File: src/rtl/pipe_ctrl_pkg.sv
// Shared types for the pipeline control unit: FSM states, EX/MEM shadow slots
// and the opcode constant used to flag loads.
package pipe_ctrl_pkg;

  localparam logic [6:0] OP_LOAD = 7'b0000011;

  typedef enum logic [1:0] {
    RUN,
    DRAIN,
    TRAP
  } state_e;

  typedef struct packed {
    logic       v;
    logic [4:0] rd;
    logic       ld;
  } shadow_t;

  // Invalid slots are kept all-zero so that "slot empty" is a whole-slot compare.
  function automatic shadow_t make_slot(logic v, logic [4:0] rd, logic [6:0] opcode);
    shadow_t s;
    s = '0;
    if (v) begin
      s.v  = 1'b1;
      s.rd = rd;
      s.ld = (opcode == OP_LOAD);
    end
    return s;
  endfunction

endpackage

File: src/rtl/pipe_ctrl_load_use_det.sv
// Load-use detector: the load in EX writes a register that the ID instruction reads.
module load_use_det
  import pipe_ctrl_pkg::*;
(
  input  shadow_t    ex_s,
  input  logic       id_valid,
  input  logic [4:0] id_rs1,
  input  logic [4:0] id_rs2,
  output logic       lu
);

  assign lu = ex_s.v && ex_s.ld && (ex_s.rd != 5'd0) && id_valid &&
              ((ex_s.rd == id_rs1) || (ex_s.rd == id_rs2));

endmodule

File: src/rtl/pipe_ctrl.sv
// Stall/bubble/flush/freeze generation for the 5-stage core, with the
// drain-then-trap sequence for illegal instructions and two perf counters.
module pipe_ctrl
  import pipe_ctrl_pkg::*;
#(
  parameter int CNT_W = 32
) (
  input  logic             clk,
  input  logic             rst_n,
  input  logic             id_valid,
  input  logic [6:0]       id_opcode,
  input  logic [4:0]       id_rs1,
  input  logic [4:0]       id_rs2,
  input  logic [4:0]       id_rd,
  input  logic             id_ill,
  input  logic             ex_redirect,
  input  logic             mem_busy,
  input  logic             trap_ack,
  output logic             pc_stall,
  output logic             id_ex_bubble,
  output logic             if_id_flush,
  output logic             freeze,
  output logic             trap_req,
  output logic [CNT_W-1:0] stall_cnt,
  output logic [CNT_W-1:0] flush_cnt
);

  state_e  state;
  shadow_t ex_s;
  shadow_t mem_s;
  logic    lu;

  load_use_det u_load_use_det (
    .ex_s     (ex_s),
    .id_valid (id_valid),
    .id_rs1   (id_rs1),
    .id_rs2   (id_rs2),
    .lu       (lu)
  );

  always_comb begin
    pc_stall     = 1'b0;
    id_ex_bubble = 1'b0;
    if_id_flush  = 1'b0;
    freeze       = mem_busy;
    case (state)
      RUN: begin
        if (!mem_busy) begin
          // A redirect makes the ID instruction wrong-path, so its hazards do not matter.
          if (ex_redirect) begin
            if_id_flush  = 1'b1;
            id_ex_bubble = 1'b1;
          end else if ((id_valid && id_ill) || lu) begin
            pc_stall     = 1'b1;
            id_ex_bubble = 1'b1;
          end
        end
      end
      DRAIN: begin
        pc_stall     = 1'b1;
        id_ex_bubble = 1'b1;
      end
      TRAP: begin
        pc_stall     = 1'b1;
        id_ex_bubble = 1'b1;
        if_id_flush  = trap_ack;
      end
      default: ;
    endcase
  end

  always_ff @(posedge clk or negedge rst_n) begin
    if (!rst_n) begin
      state     <= RUN;
      trap_req  <= 1'b0;
      ex_s      <= '0;
      mem_s     <= '0;
      stall_cnt <= '0;
      flush_cnt <= '0;
    end else begin
      case (state)
        RUN: begin
          if (!mem_busy && !ex_redirect && id_valid && id_ill) state <= DRAIN;
        end
        DRAIN: begin
          if (!mem_busy && (ex_s == '0) && (mem_s == '0)) begin
            state    <= TRAP;
            trap_req <= 1'b1;
          end
        end
        TRAP: begin
          if (trap_ack) begin
            state    <= RUN;
            trap_req <= 1'b0;
          end
        end
        default: state <= RUN;
      endcase

      if (!freeze) begin
        mem_s <= ex_s;
        ex_s  <= id_ex_bubble ? shadow_t'('0) : make_slot(id_valid, id_rd, id_opcode);
      end

      if (pc_stall || freeze) stall_cnt <= stall_cnt + CNT_W'(1);
      if (if_id_flush)        flush_cnt <= flush_cnt + CNT_W'(1);
    end
  end

endmodule

File: config.mk
export PLATFORM = sky130hd
export DESIGN_NAME = pipe_ctrl
export DESIGN_NICKNAME = d
export VERILOG_FILES = /design/src/rtl/pipe_ctrl_pkg.sv /design/src/rtl/pipe_ctrl_load_use_det.sv /design/src/rtl/pipe_ctrl.sv
export SDC_FILE = /design/constraint.sdc
export NUM_CORES = 1
export LEC_CHECK = 0
export BUFFER_PORTS_ARGS = -buffer_cell sky130_fd_sc_hd__buf_4
export CAP_MARGIN = 5
export CORE_MARGIN = 3
export CORE_UTILIZATION = 44
export DETAILED_ROUTE_END_ITERATION = 7
export PLACE_DENSITY = 0.74
export SKIP_LAST_GASP = 1
export SLEW_MARGIN = 20
export SYNTH_ARGS = -nofsm -noshare
export SYNTH_HDL_FRONTEND = slang
export SYNTH_SLANG_ARGS = --single-unit
File: constraint.sdc
create_clock -name clk -period 2 [get_ports clk]
set_input_delay 0.5 -clock clk [delete_from_list [all_inputs] [get_ports clk]]
set_output_delay 0.5 -clock clk [all_outputs]
set_load 0.05 [all_outputs]
* Yosys cells after proc, flatten, opt, wreduce, memory -nomap -nowiden
Index checks and enable logic that the tools add are counted.
** Word-level totals
- Memories kept :: 0
- Register bits :: 81
- Bits in latches :: 0
- RAM bits :: 0
- Input port bits :: 29
- Output and inout bits :: 69
- ROM bits :: 0
- Word-level logic and storage cells :: 62
** Cells by class
- Muxes and demuxes :: 19
- Div/mod/pow operators :: 0
- Shift-type cells :: 0
- Bitwise operators :: 0
- Add/subtract/negate cells :: 2
- Eq/ne operators :: 8
- Magnitude comparators :: 0
- $mul :: 0
- Reduce and logical (&&, ||, !) cells :: 23
** Operators by type and width (count)
- adder 32 x 1 -> 32 bit (second input constant) :: 2
- logical NOT 7 bit :: 2
- two-way mux 7 bit :: 2
- == test 5 bit :: 2
- logical AND 1 bit :: 10
- two-way mux 1 bit :: 9
- one-hot mux 1 bit (2 select lines) :: 4
- == test 7 x 2 -> 1 bit (second input constant) :: 1
- two-way mux 2 bit :: 3
- inequality test 2 bit (second input constant) :: 3
- one-hot mux 2 bit (3 select lines) :: 1
- AND reduction 3 bit :: 2
- nonzero test 5 bit :: 1
- logical OR 1 bit :: 3
- == test 2 x 1 -> 1 bit (second input constant) :: 1
- == test 2 bit (second input constant) :: 1
- logical NOT 1 bit :: 2
- logical NOT 2 bit :: 1
- nonzero test 2 bit :: 1
- OR reduction 2 bit :: 1

* Longest topological paths before layout
Gate-level depths: netlist of run 1.
- Word-level depth :: 10
- Mapped depth :: 9

* Hierarchy
A second synthesis of run 1 with hierarchy kept.
** Unflattened totals
- Cell total of the unflattened synthesis :: 359
- Area, all modules :: 4120.2 um2
** Modules (own cells, without submodules)
- pipe_ctrl :: sequential area each 2026.9 um2, instances 1, area each 3991.3 um2, cells an instance 342
- load_use_det :: sequential area each 0.0 um2, instances 1, area each 128.9 um2, cells an instance 17

* Worst setup path after synthesis of run 1
OpenSTA, ideal clock, no wires.
- Kind :: register -> output
- Start point :: reg ex_s[2] (netlist name)
- End point :: out pc_stall
- Slack :: -0.712 ns
- Cell stages (with the launch flop) :: 8
- Arrival time :: 2.212 ns
- Required time :: 1.500 ns
- Buffers on the path :: 1
- Cell sequence :: dfrtp_1 > clkbuf_1 > xnor2_1 > nand3_1 > o22ai_1 > nand2b_1 > or3_1 > a21oi_1
** Between the ends
- Cells in the longest elaborated chain, start to end :: 9
- Elaborated cells on any way between the ends :: 12
- Classes of those cells :: eq/ne: 2; mux: 4; reduce/logical: 6
** Ends and longest elaborated chain
- nonzero test 5 bit :: RTL line pipe_ctrl_load_use_det.sv:12 : assign lu = ex_s.v && ex_s.ld && (ex_s.rd != 5'd0) && id_valid &&
- logical AND 1 bit (2 in a row) :: RTL line pipe_ctrl_load_use_det.sv:12
- logical AND 1 bit (*) :: RTL line pipe_ctrl_load_use_det.sv:12
- logical OR 1 bit (*) :: RTL line pipe_ctrl.sv:53 : end else if ((id_valid && id_ill) || lu) begin
- two-way mux 1 bit (*) :: RTL line pipe_ctrl.sv:53
- two-way mux 1 bit (*) :: RTL line pipe_ctrl.sv:50 : if (ex_redirect) begin
- two-way mux 1 bit (*) :: RTL line pipe_ctrl.sv:48 : if (!mem_busy) begin
- one-hot mux 1 bit (2 select lines) (*) :: RTL line pipe_ctrl.sv:46 : case (state)
- to (decl) :: RTL line pipe_ctrl.sv:19 : output logic pc_stall,
Mark *: on every way between the ends. The rest lies on a longest branch, timed or not.

* Worst setup path after layout of run 1
- Start point :: reg ex_s[3] (netlist name)
- End point :: out pc_stall
** Between the ends
- Cells in the longest elaborated chain, start to end :: 9
- Elaborated cells on any way between the ends :: 12
- Classes of those cells :: eq/ne: 2; mux: 4; reduce/logical: 6
** Ends and longest elaborated chain (RTL line)
- nonzero test 5 bit :: pipe_ctrl_load_use_det.sv:12
- logical AND 1 bit (2 in a row) :: pipe_ctrl_load_use_det.sv:12
- logical AND 1 bit (*) :: pipe_ctrl_load_use_det.sv:12
- logical OR 1 bit (*) :: pipe_ctrl.sv:53
- two-way mux 1 bit (*) :: pipe_ctrl.sv:53
- two-way mux 1 bit (*) :: pipe_ctrl.sv:50
- two-way mux 1 bit (*) :: pipe_ctrl.sv:48
- one-hot mux 1 bit (2 select lines) (*) :: pipe_ctrl.sv:46
Marks and branches as above.

==> flow_metrics.py, run 1 <==
metrics = {
    "synthesis": {
        "yosys_warnings": 0,
        "yosys-top-cells-area": "sky130_fd_sc_hd__dfrtp_1 (51%), sky130_fd_sc_hd__xnor2_1 (9.3%), sky130_fd_sc_hd__xor2_1 (6.7%)",
        "yosys_most_used_dff": "sky130_fd_sc_hd__dfrtp_1",
        "synth_area_sq_um": 3950,
        "yosysUniqueCellTypes": 40,
        "synth_edf_count": 0,
        "synthDominantCellAreaShare_pct": 51.4,
        "gate_count_after_technology_mapping": 362,
        "synth-seq-cells": 81,
        "synth.largest_area_cell": "sky130_fd_sc_hd__dfrtp_1",
        "ys_top_cells_by_count": "sky130_fd_sc_hd__dfrtp_1 (81), sky130_fd_sc_hd__xnor2_1 (42), sky130_fd_sc_hd__nand3_1 (31)",
        "synth_fp_nets": 397,
        "synthesis.area_per_instance_sq_um": 10.9,
        "yosysSeqAreaShare_pct": 51.4,
        "synth_async_sr_flop_share_pct": 100,
        "most_frequently_used_cell_type_in_the_post_synthesis_netlist": "sky130_fd_sc_hd__dfrtp_1",
    },
    "setup_path": {
        "crit_path_cell_trace": "xnor2_2 > nand3_2 > o22ai_4 > nand2b_4 > or3_4 > a21oi_4 > buf_6",
        "cpMaxStageDelayCell": "sky130_fd_sc_hd__dfrtp_2",
        "critPathArrivalTime_ns": 2.16,
        "crit_type": "reg2out",
        "max_stage_delay_ns": 0.48,
        "crit_family": "simple AND/OR/NAND/NOR gates",
        "setup.reg_to_reg.worst_slack_ns": -0.45,
        "startpoint": "ex_s[3]$_DFFE_PN0N_",
        "critical_path_cell_count": 7,
        "worst_ep_required_time_ns": 1.50,
        "end_kind": "output pin",
        "timing.rr.start": "ex_s[3]$_DFFE_PN0N_",
        "start_kind": "register",
        "crit_path_max_fanout": 5,
        "ff2ff_path_depth": 8,
        "timing.critical_path.to": "pc_stall",
        "timing.critical_path.buf_inv": 1,
        "critical_path.reg2reg.endpoint": "stall_cnt[1]$_DFFE_PN0P_",
    },
    "status": {
        "run_status": "finished with violations",
        "failed_checks": "setup timing",
    },
    "grt": {
        "grt_antenna_before_repair": 0,
        "grt.overflow.total": 0,
        "wire_length_of_the_first_global_routing_pass_um": 17500,
        "groute.usage.overall_pct": 21.8,
        "grt_pass1_vias": 3560,
        "grt_max_degree": 52,
    },
    "die": {
        "die_w_um": 101,
        "floorplan.die.height_um": 101,
        "dieArea_sq_um": 10100,
        "number_of_placement_rows": 33,
        "core_area_sq_um": 8460,
        "start_util_pct": 46.6,
        "i_o_pins": 98,
    },
    "power_and_ir_drop": {
        "cellPowerDensity_nw_per_um2": 1080,
        "ir_worst_vdd_uv": 566,
        "cellLeakagePower_uw": 0.00290,
    },
    "final_layout": {
        "antenna_cells": 0,
        "num-nets-final": 563,
        "finish.instance_area_sq_um": 6390,
        "area_growth_syn_to_layout_pct": 62.0,
        "multiInputGateArea_sq_um": 2450,
        "layout.area.seq_sq_um": 2060,
        "final.fill_count": 544,
        "drive_gt1_share_pct": 57.6,
    },
    "placed_design": {
        "gp_congestion": 0.803,
        "dp_hpwl_um": 7060,
        "io_buffer_count": 97,
        "placed_cell_area_sq_um": 5470,
    },
    "routing": {
        "wl_per_cell_um": 17.7,
        "routed_via_density": 5.46,
        "final_antenna_net_count": 0,
        "totalWireLength_um": 11300,
        "number_of_drc_violations_after_detailed_routing_iteration_0": 126,
        "drc_errors": 0,
        "drt-pass1-iter-count": 4,
        "via_count": 3484,
    },
    "sta": {
        "finalHoldWorstSlack_ns": 0.389,
        "worst-slew-pin-transition_ns": 0.404,
        "timing.fmax_ghz": 0.377,
        "timing.final.ws_setup_ns": -0.655,
        "hold_violations": 0,
        "final.period_utilization_pct": 133,
        "maxSlewViolCount": 0,
        "final.setup.tns_ns": -18.93,
        "fin_worst_skew_ns": 0.0177,
        "report.final.setup_viol": 62,
        "slew_headroom_pct": 72.8,
        "setup_repair_after_global_routing_missed_its_margin": "true",
        "post-route-min-period_ns": 2.66,
    },
    "hold_path": {
        "worstHoldStart": "id_opcode[1]",
        "min-delay-path-class": "in2reg",
    },
    "clocking": {
        "clockBufferDepth": 2,
        "tritoncts_num_sinks": 81,
        "cts_buffers": 9,
        "h_tree_depth": 3,
        "clockRootBuffer": "sky130_fd_sc_hd__clkbuf_8",
        "clock_pin_slew_reported_for_the_worst_setup_and_hold_paths_after_clock_tree_synthesis_ns": 0.09,
        "clk-insertion-delay-late_ns": 0.35,
        "tritoncts": "yes",
    },
    "job": {
        "cap_viol_max_count": 0,
    },
}
==> power by group <==
group / internal [uW] / total, uW / leakage [uW] / switching [uW]
clock: 868 / 1490 / 0.000123 / 625
combinational: 1400 / 3200 / 0.00178 / 1800
sequential: 1900 / 2210 / 0.000992 / 308
==> worst register-to-register path, stage by stage (launching register included) <==
cell and delay [ns]:
sky130_fd_sc_hd__dfrtp_2 0.48, sky130_fd_sc_hd__or4_4 0.53, sky130_fd_sc_hd__o2111ai_4 0.24, sky130_fd_sc_hd__buf_6 0.12, sky130_fd_sc_hd__nor4_2 0.04, sky130_fd_sc_hd__a211oi_4 0.34
sky130_fd_sc_hd__buf_6 0.18, sky130_fd_sc_hd__buf_12 0.12, sky130_fd_sc_hd__mux2_4 0.29
==> metrics by stage <==
stage / utilization, % / power, uW / worst slack (ns) / cells
after floorplan: - / 3890 / -0.201 / 362
after global placement: 64.6 / 4760 / -0.355 / 602
after detailed placement: 64.6 / 4820 / -0.398 / 602
after CTS: 71.8 / 6700 / -0.611 / 631
after global routing: 75.5 / 7220 / -0.724 / 638
final: 75.5 / 6900 / -0.655 / 638
==> logic make-up after synthesis <==
kind of cell | share of synthesized area (%)
simple gates | 20.3
mux | 2.85
buf+inv | 2.66
xor+xnor | 16.0
fa+ha+maj | 1.90
compound gates | 4.92
flops | 51.4
==> area by class of cell <==
type / count / area share, %
clock inverter: 6 / 1.80
tap: 105 / 2.06
clock buffer: 10 / 2.15
sequential: 81 / 32.3
timing repair buffer: 167 / 22.7
inverter: 11 / 0.646
multi-input combinational: 258 / 38.4
==> per-layer routing <==
| layer | wire [um] | global-route usage, % | share of wire (%) |
|---|---|---|---|
| met1 | 4500 | 28.5 | 40 |
| met2 | 5780 | 35.5 | 51 |
| met3 | 734 | 4.71 | 6.5 |
| met4 | 257 | 8.29 | 2.3 |
| met5 | 0 | 0 | 0 |
==> sequential cells by signal (all words and copies together), names as in the netlist <==
name       count
ex_s           7
flush_cnt     32
mem_s          7
stall_cnt     32
state          2
trap_req       1
==> how the worst min path moves through the flow <==
stage / endpoint / slack [ns] / cells past startpoint
final: ex_s[0]$_DFFE_PN0N_ / 0.39 / 2
after global placement: flush_cnt[14]$_DFFE_PN0P_ / 0.33 / 1
after detailed placement: flush_cnt[15]$_DFFE_PN0P_ / 0.33 / 1
after global routing: ex_s[0]$_DFFE_PN0N_ / 0.38 / 2
after floorplan: ex_s[0]$_DFFE_PN0N_ / 0.20 / 0
after CTS: ex_s[0]$_DFFE_PN0N_ / 0.38 / 2
==> cell usage in the layout (no fill, tap or decap), drive strengths merged, types with 2 or more instances in the layout <==
cell    instances
nor4           15
xnor2          42
mux2           10
xor2           30
or3             2
a21oi           3
dfrtp          81
bufinv          3
a32o            7
nand3          31
clkinv          2
and4            6
inv            11
a211oi          2
and3            8
nor3           11
clkbuf         11
nor3b           2
nand4          14
nand2          30
nand2b          3
or4             3
ha              6
buf           165
nor2b           3
nor2           18
==> timing repair <==
item	CTS	global route
pin swaps	16	24
endpoints found under the setup margin	61	61
hold buffers	1	0
endpoints found under the hold margin	7	0
buffers inserted	8	9
cloned	4	1
resized for setup	39	58
Note: power is estimated with default switching activity, not from simulation.
==> run 2, diff against run 1 <==
==> constraint.sdc (replaced) <==
create_clock -name clk -period 2 [get_ports clk]
set_input_delay 0.2 -clock clk [delete_from_list [all_inputs] [get_ports clk]]
set_output_delay 0.2 -clock clk [all_outputs]
set_load 0.05 [all_outputs]
==> run 2 against run 1 <==
The run still ends with setup timing left. Maximum frequency up 13%. Highest routed layer unchanged. First-iteration DRC count down 17%. Critical path type unchanged. Register-to-register slack better by 0.12 ns.
==> flow_metrics.py, run 2 (synthesized netlist as in run 1, its figures left out) <==
metrics = {
    "status": {
        "run_status": "finished with violations",
        "failed_checks": "setup timing",
    },
    "setup_path": {
        "crit_family": "simple AND/OR/NAND/NOR gates",
        "cpMaxStageDelayCell": "sky130_fd_sc_hd__or4_4",
        "start_kind": "register",
        "critPathArrivalTime_ns": 2.15,
        "timing.critical_path.buf_inv": 2,
        "max_stage_delay_ns": 0.57,
        "worst_ep_required_time_ns": 1.80,
        "crit_type": "reg2out",
        "end_kind": "output pin",
        "crit_path_max_fanout": 2,
        "crit_path_cell_trace": "or4_4 > o2111ai_4 > nand2b_4 > buf_4 > a21o_1 > a21oi_2 > buf_6",
    },
    "routing": {
        "final_antenna_net_count": 0,
        "routed_via_density": 5.42,
        "wl_per_cell_um": 17.1,
        "drc_errors": 0,
        "totalWireLength_um": 10800,
        "via_count": 3414,
        "drt-pass1-iter-count": 4,
        "number_of_drc_violations_after_detailed_routing_iteration_0": 105,
    },
    "power_and_ir_drop": {
        "cellPowerDensity_nw_per_um2": 1070,
        "power_uw": 6560,
        "ir_worst_vdd_uv": 458,
        "cellLeakagePower_uw": 0.00275,
    },
    "final_layout": {
        "largestRegisters": "flush_cnt (32), stall_cnt (32)",
        "finish.instance_area_sq_um": 6120,
        "layout.cells.most_common_list": "sky130_fd_sc_hd__buf_4 (136), sky130_fd_sc_hd__dfrtp_1 (53), sky130_fd_sc_hd__xnor2_1 (33)",
        "antenna_cells": 0,
        "area_growth_syn_to_layout_pct": 55.1,
        "final.fill_count": 584,
        "num-nets-final": 555,
        "layout_commonest_cell": "sky130_fd_sc_hd__buf_4",
        "drive_gt1_share_pct": 54.1,
    },
    "sta": {
        "setup_repair_after_global_routing_missed_its_margin": "true",
        "report.final.setup_viol": 41,
        "fin_worst_skew_ns": 0.0144,
        "post-route-min-period_ns": 2.35,
        "worst-slew-pin-transition_ns": 0.725,
        "hold_violations": 0,
        "final.period_utilization_pct": 118,
        "timing.final.ws_setup_ns": -0.352,
        "slew_headroom_pct": 51.6,
        "timing.fmax_ghz": 0.425,
        "maxSlewViolCount": 0,
        "final.setup.tns_ns": -9.79,
    },
    "hold_path": {
        "min-delay-path-class": "in2reg",
    },
    "placed_design": {
        "io_buffer_count": 97,
        "placed_cell_area_sq_um": 5250,
        "gp_congestion": 0.818,
        "pre_cts_setup_slack_ns": -0.193,
        "dp_hpwl_um": 7040,
    },
    "clocking": {
        "clockRootBuffer": "sky130_fd_sc_hd__clkbuf_8",
        "clk-insertion-delay-late_ns": 0.36,
        "cts_buffers": 9,
        "h_tree_depth": 3,
        "tritoncts": "yes",
        "clock_pin_slew_reported_for_the_worst_setup_and_hold_paths_after_clock_tree_synthesis_ns": 0.09,
        "clockBufferDepth": 2,
        "tritoncts_num_sinks": 81,
    },
    "grt": {
        "wire_length_of_the_first_global_routing_pass_um": 15800,
        "grt_antenna_before_repair": 0,
        "grt.overflow.total": 0,
        "grt_max_degree": 37,
        "grt_pass1_vias": 3331,
        "groute.usage.overall_pct": 19.4,
    },
    "die": {
        "number_of_placement_rows": 33,
        "die_w_um": 101,
        "dieArea_sq_um": 10100,
        "floorplan.die.height_um": 101,
        "start_util_pct": 46.6,
        "core_area_sq_um": 8460,
        "i_o_pins": 98,
    },
    "job": {
        "cap_viol_max_count": 0,
    },
}
-- run 2: final timing paths --
check	start	to	slack, ns	cells past startpoint
setup / recovery	ex_s[3]$_DFFE_PN0N_	id_ex_bubble	-0.35	7
hold reg to reg	flush_cnt[31]$_DFFE_PN0P_	flush_cnt[31]$_DFFE_PN0P_	0.48	1
hold / removal	id_opcode[1]	ex_s[0]$_DFFE_PN0N_	0.09	2
min in group asynchronous	rst_n	stall_cnt[31]$_DFFE_PN0P_	0.31	2
max in group asynchronous	rst_n	stall_cnt[12]$_DFFE_PN0P_	1.09	3
setup reg to reg	ex_s[3]$_DFFE_PN0N_	stall_cnt[26]$_DFFE_PN0P_	-0.33	9
-- run 2: routing by layer --
layer  part of all wire (%)  GRT usage (%)  up-vias
met5                      0              0        -
met4                    1.1           6.22        0
met3                    6.6           3.94       14
met2                     49           31.2      109
met1                     43           26.2     1697
li1                       -              -     1594
-- run 2: per-stage QoR --
| stage | std cells | util, % | hold slack, ns |
|---|---|---|---|
| after floorplan | 362 | - | -0.0956 |
| after global placement | 593 | 62.0 | 0.151 |
| after detailed placement | 593 | 62.0 | 0.153 |
| after CTS | 619 | 66.5 | 0.0836 |
| after global routing | 630 | 72.3 | 0.0840 |
| final | 630 | 72.3 | 0.0923 |
-- run 2: power breakdown --
part           switching, uW  leakage, uW  internal [uW]
sequential               319     0.000992           1900
combinational           1730      0.00165           1360
clock                    655     0.000101            591
total                   2710      0.00275           3850
-- run 2: layout make-up --
class,instances,area (sq um),area share [%]
inverters,11,41.3,0.675
clock buffers,9,124,2.02
multi-input cells,258,2310,37.8
repair buffers,159,1370,22.4
well taps,105,131,2.15
flip-flops and latches,81,2060,33.7
clock inverters,7,77.6,1.27
-- run 2: repair_timing --
item	4_1_cts	5_1_grt
pin swaps	10	37
setup buffers	9	8
endpoints found under the hold margin	28	0
cloned	0	3
hold buffers	1	0
resized for setup	22	67
setup endpoints to repair	59	62
==> run 3, diff against run 2 <==
==> constraint.sdc (replaced) <==
create_clock -name clk -period 2 [get_ports clk]
set_input_delay 0.3 -clock clk [delete_from_list [all_inputs] [get_ports clk]]
set_output_delay 0.3 -clock clk [all_outputs]
set_load 0.05 [all_outputs]
==> run 3 against run 2 <==
The run still ends with setup timing left. Non-clock buffer count increased by 2. Wire length increased by 4.6%. Sequential power about the same. Critical endpoint is now stall_cnt[17]$_DFFE_PN0P_. Largest cell class unchanged.
==> flow_metrics.py, run 3 (synthesized netlist as in run 1, its figures left out) <==
metrics = {
    "status": {
        "run_status": "finished with violations",
        "failed_checks": "setup timing",
    },
    "sta": {
        "fin_worst_skew_ns": 0.0110,
        "timing.final.ws_setup_ns": -0.391,
        "final.setup.tns_ns": -13.31,
        "post-route-min-period_ns": 2.39,
        "timing.fmax_ghz": 0.418,
        "report.final.setup_viol": 59,
        "final.period_utilization_pct": 120,
        "hold_violations": 0,
        "maxSlewViolCount": 0,
        "slew_headroom_pct": 59.2,
        "setup_repair_after_global_routing_missed_its_margin": "true",
        "worst-slew-pin-transition_ns": 0.610,
    },
    "final_layout": {
        "layout.cells.most_common_list": "sky130_fd_sc_hd__buf_4 (131), sky130_fd_sc_hd__dfrtp_1 (53), sky130_fd_sc_hd__xnor2_1 (32)",
        "cell_count_final_fillers_out": 632,
        "area_growth_syn_to_layout_pct": 57.6,
        "finish.instance_area_sq_um": 6220,
        "drive_gt1_share_pct": 56.2,
        "largestRegisters": "flush_cnt (32), stall_cnt (32)",
        "num-nets-final": 557,
        "antenna_cells": 0,
        "layout_commonest_cell": "sky130_fd_sc_hd__buf_4",
    },
    "setup_path": {
        "timing.critical_path.buf_inv": 4,
        "startpoint": "ex_s[3]$_DFFE_PN0N_",
        "timing.rr.start": "ex_s[3]$_DFFE_PN0N_",
        "cpMaxStageDelayCell": "sky130_fd_sc_hd__or4_4",
        "crit_type": "reg2reg",
        "setup.reg_to_reg.worst_slack_ns": -0.39,
        "max_stage_delay_ns": 0.53,
        "crit_path_max_fanout": 5,
        "start_kind": "register",
        "worst_ep_required_time_ns": 2.22,
        "end_kind": "register",
        "crit_path_cell_trace": "or4_4 > o2111ai_4 > buf_6 > nor4_4 > a211oi_4 > buf_6 > buf_12 > buf_8 > nor4b_2 > xor2_1",
        "critPathArrivalTime_ns": 2.61,
        "critical-path-top-cell-by-count": "sky130_fd_sc_hd__buf_6",
        "crit_family": "simple AND/OR/NAND/NOR gates",
    },
    "placed_design": {
        "gp_congestion": 0.856,
        "placed_cell_area_sq_um": 5130,
        "dp_hpwl_um": 7060,
        "numPlacedInstances": 591,
        "io_buffer_count": 97,
        "pre_cts_setup_slack_ns": -0.199,
    },
    "power_and_ir_drop": {
        "clock_power_share_pct": 19.8,
        "p_sw_uw": 2670,
        "internal_power_uw": 3920,
        "cellPowerDensity_nw_per_um2": 1060,
        "cellLeakagePower_uw": 0.00282,
        "sw_frac_of_total_pct": 40.5,
        "ir_worst_vdd_uv": 545,
        "comb_power_share_pct": 46.3,
        "pwr-share-seq_pct": 33.9,
    },
    "die": {
        "i_o_pins": 98,
        "dieArea_sq_um": 10100,
        "die_w_um": 101,
        "start_util_pct": 46.6,
        "number_of_placement_rows": 33,
        "core_area_sq_um": 8460,
        "floorplan.die.height_um": 101,
    },
    "routing": {
        "final_antenna_net_count": 0,
        "routed_via_density": 5.50,
        "number_of_drc_violations_after_detailed_routing_iteration_0": 142,
        "totalWireLength_um": 11200,
        "drc_errors": 0,
        "drt-pass1-iter-count": 4,
        "wl_per_cell_um": 17.8,
        "via_count": 3476,
    },
    "clocking": {
        "clockBufferDepth": 2,
        "clockRootBuffer": "sky130_fd_sc_hd__clkbuf_8",
        "clk-insertion-delay-late_ns": 0.35,
        "clock_pin_slew_reported_for_the_worst_setup_and_hold_paths_after_clock_tree_synthesis_ns": 0.09,
        "tritoncts": "yes",
        "h_tree_depth": 3,
        "tritoncts_num_sinks": 81,
        "cts_buffers": 9,
    },
    "grt": {
        "grt_pass1_vias": 3364,
        "groute.usage.overall_pct": 20.3,
        "grt_max_degree": 48,
        "wire_length_of_the_first_global_routing_pass_um": 16300,
        "grt_antenna_before_repair": 0,
        "grt.overflow.total": 0,
    },
    "job": {
        "cap_viol_max_count": 0,
    },
    "hold_path": {
        "min-delay-path-class": "in2reg",
        "worstHoldStart": "id_rd[4]",
    },
}
-- run 3: cell types whose count changed in the layout (fill, tap and decap cells not counted), moves of 4 or more --
cell                      change
sky130_fd_sc_hd__buf_6        +8
sky130_fd_sc_hd__nand3_1      -8
sky130_fd_sc_hd__nor3_2       -8
sky130_fd_sc_hd__nor3_4       +8
sky130_fd_sc_hd__nand3_2      +7
sky130_fd_sc_hd__buf_4        -5
sky130_fd_sc_hd__nor4_4       -4
-- run 3: area by class of cell --
| cell class | count | area, sq um |
|---|---|---|
| tap | 105 | 131 |
| timing repair buffer | 161 | 1380 |
| clock inverter | 5 | 80.1 |
| sequential | 81 | 2060 |
| inverter | 11 | 41.3 |
| fill | 543 | 2250 |
| multi-input combinational | 258 | 2390 |
| clock buffer | 11 | 131 |
-- run 3: per-layer routing --
metal  up-vias  GRT usage, %  share of wire, %
met3        25          3.39               5.8
met5         -             0                 0
li1       1603             -                 -
met2       144          33.4                51
met1      1704          27.1                41
met4         0          7.15               2.5
-- run 3: path summary, 6_finish.rpt --
check | to | cells past startpoint
min reg2reg | stall_cnt[31]$_DFFE_PN0P_ | 1
min | ex_s[5]$_DFFE_PN0N_ | 2
max | stall_cnt[17]$_DFFE_PN0P_ | 10
max in group asynchronous | flush_cnt[6]$_DFFE_PN0P_ | 3
max reg2reg | stall_cnt[17]$_DFFE_PN0P_ | 10
min in group asynchronous | flush_cnt[14]$_DFFE_PN0P_ | 2
-- run 3: metrics by stage --
step	power (uW)	hold slack (ns)	util (%)
finish	6580	0.198	73.5
global route	6890	0.188	73.5
CTS	6160	0.187	65.7
detailed placement	4590	0.292	60.6
global placement	4530	0.279	60.6
floorplan	3760	0.00441	-
-- run 3: power by group through the flow --
stage               logic [uW]  registers [uW]  clock network, uW
floorplan                  954            2800                  0
global placement          2300            2230                  0
detailed placement        2340            2250                  0
CTS                       2630            2220               1320
global route              3220            2270               1390
finish                    3050            2230               1300
-- run 3: timing repair --
| action | CTS | global route |
|---|---|---|
| cloned | 3 | 2 |
| endpoints found under the hold margin | 34 | 0 |
| pin swaps | 8 | 55 |
| hold buffers | 1 | 0 |
| resized for setup | 24 | 115 |
| setup buffers | 9 | 11 |
| endpoints found under the setup margin | 59 | 61 |
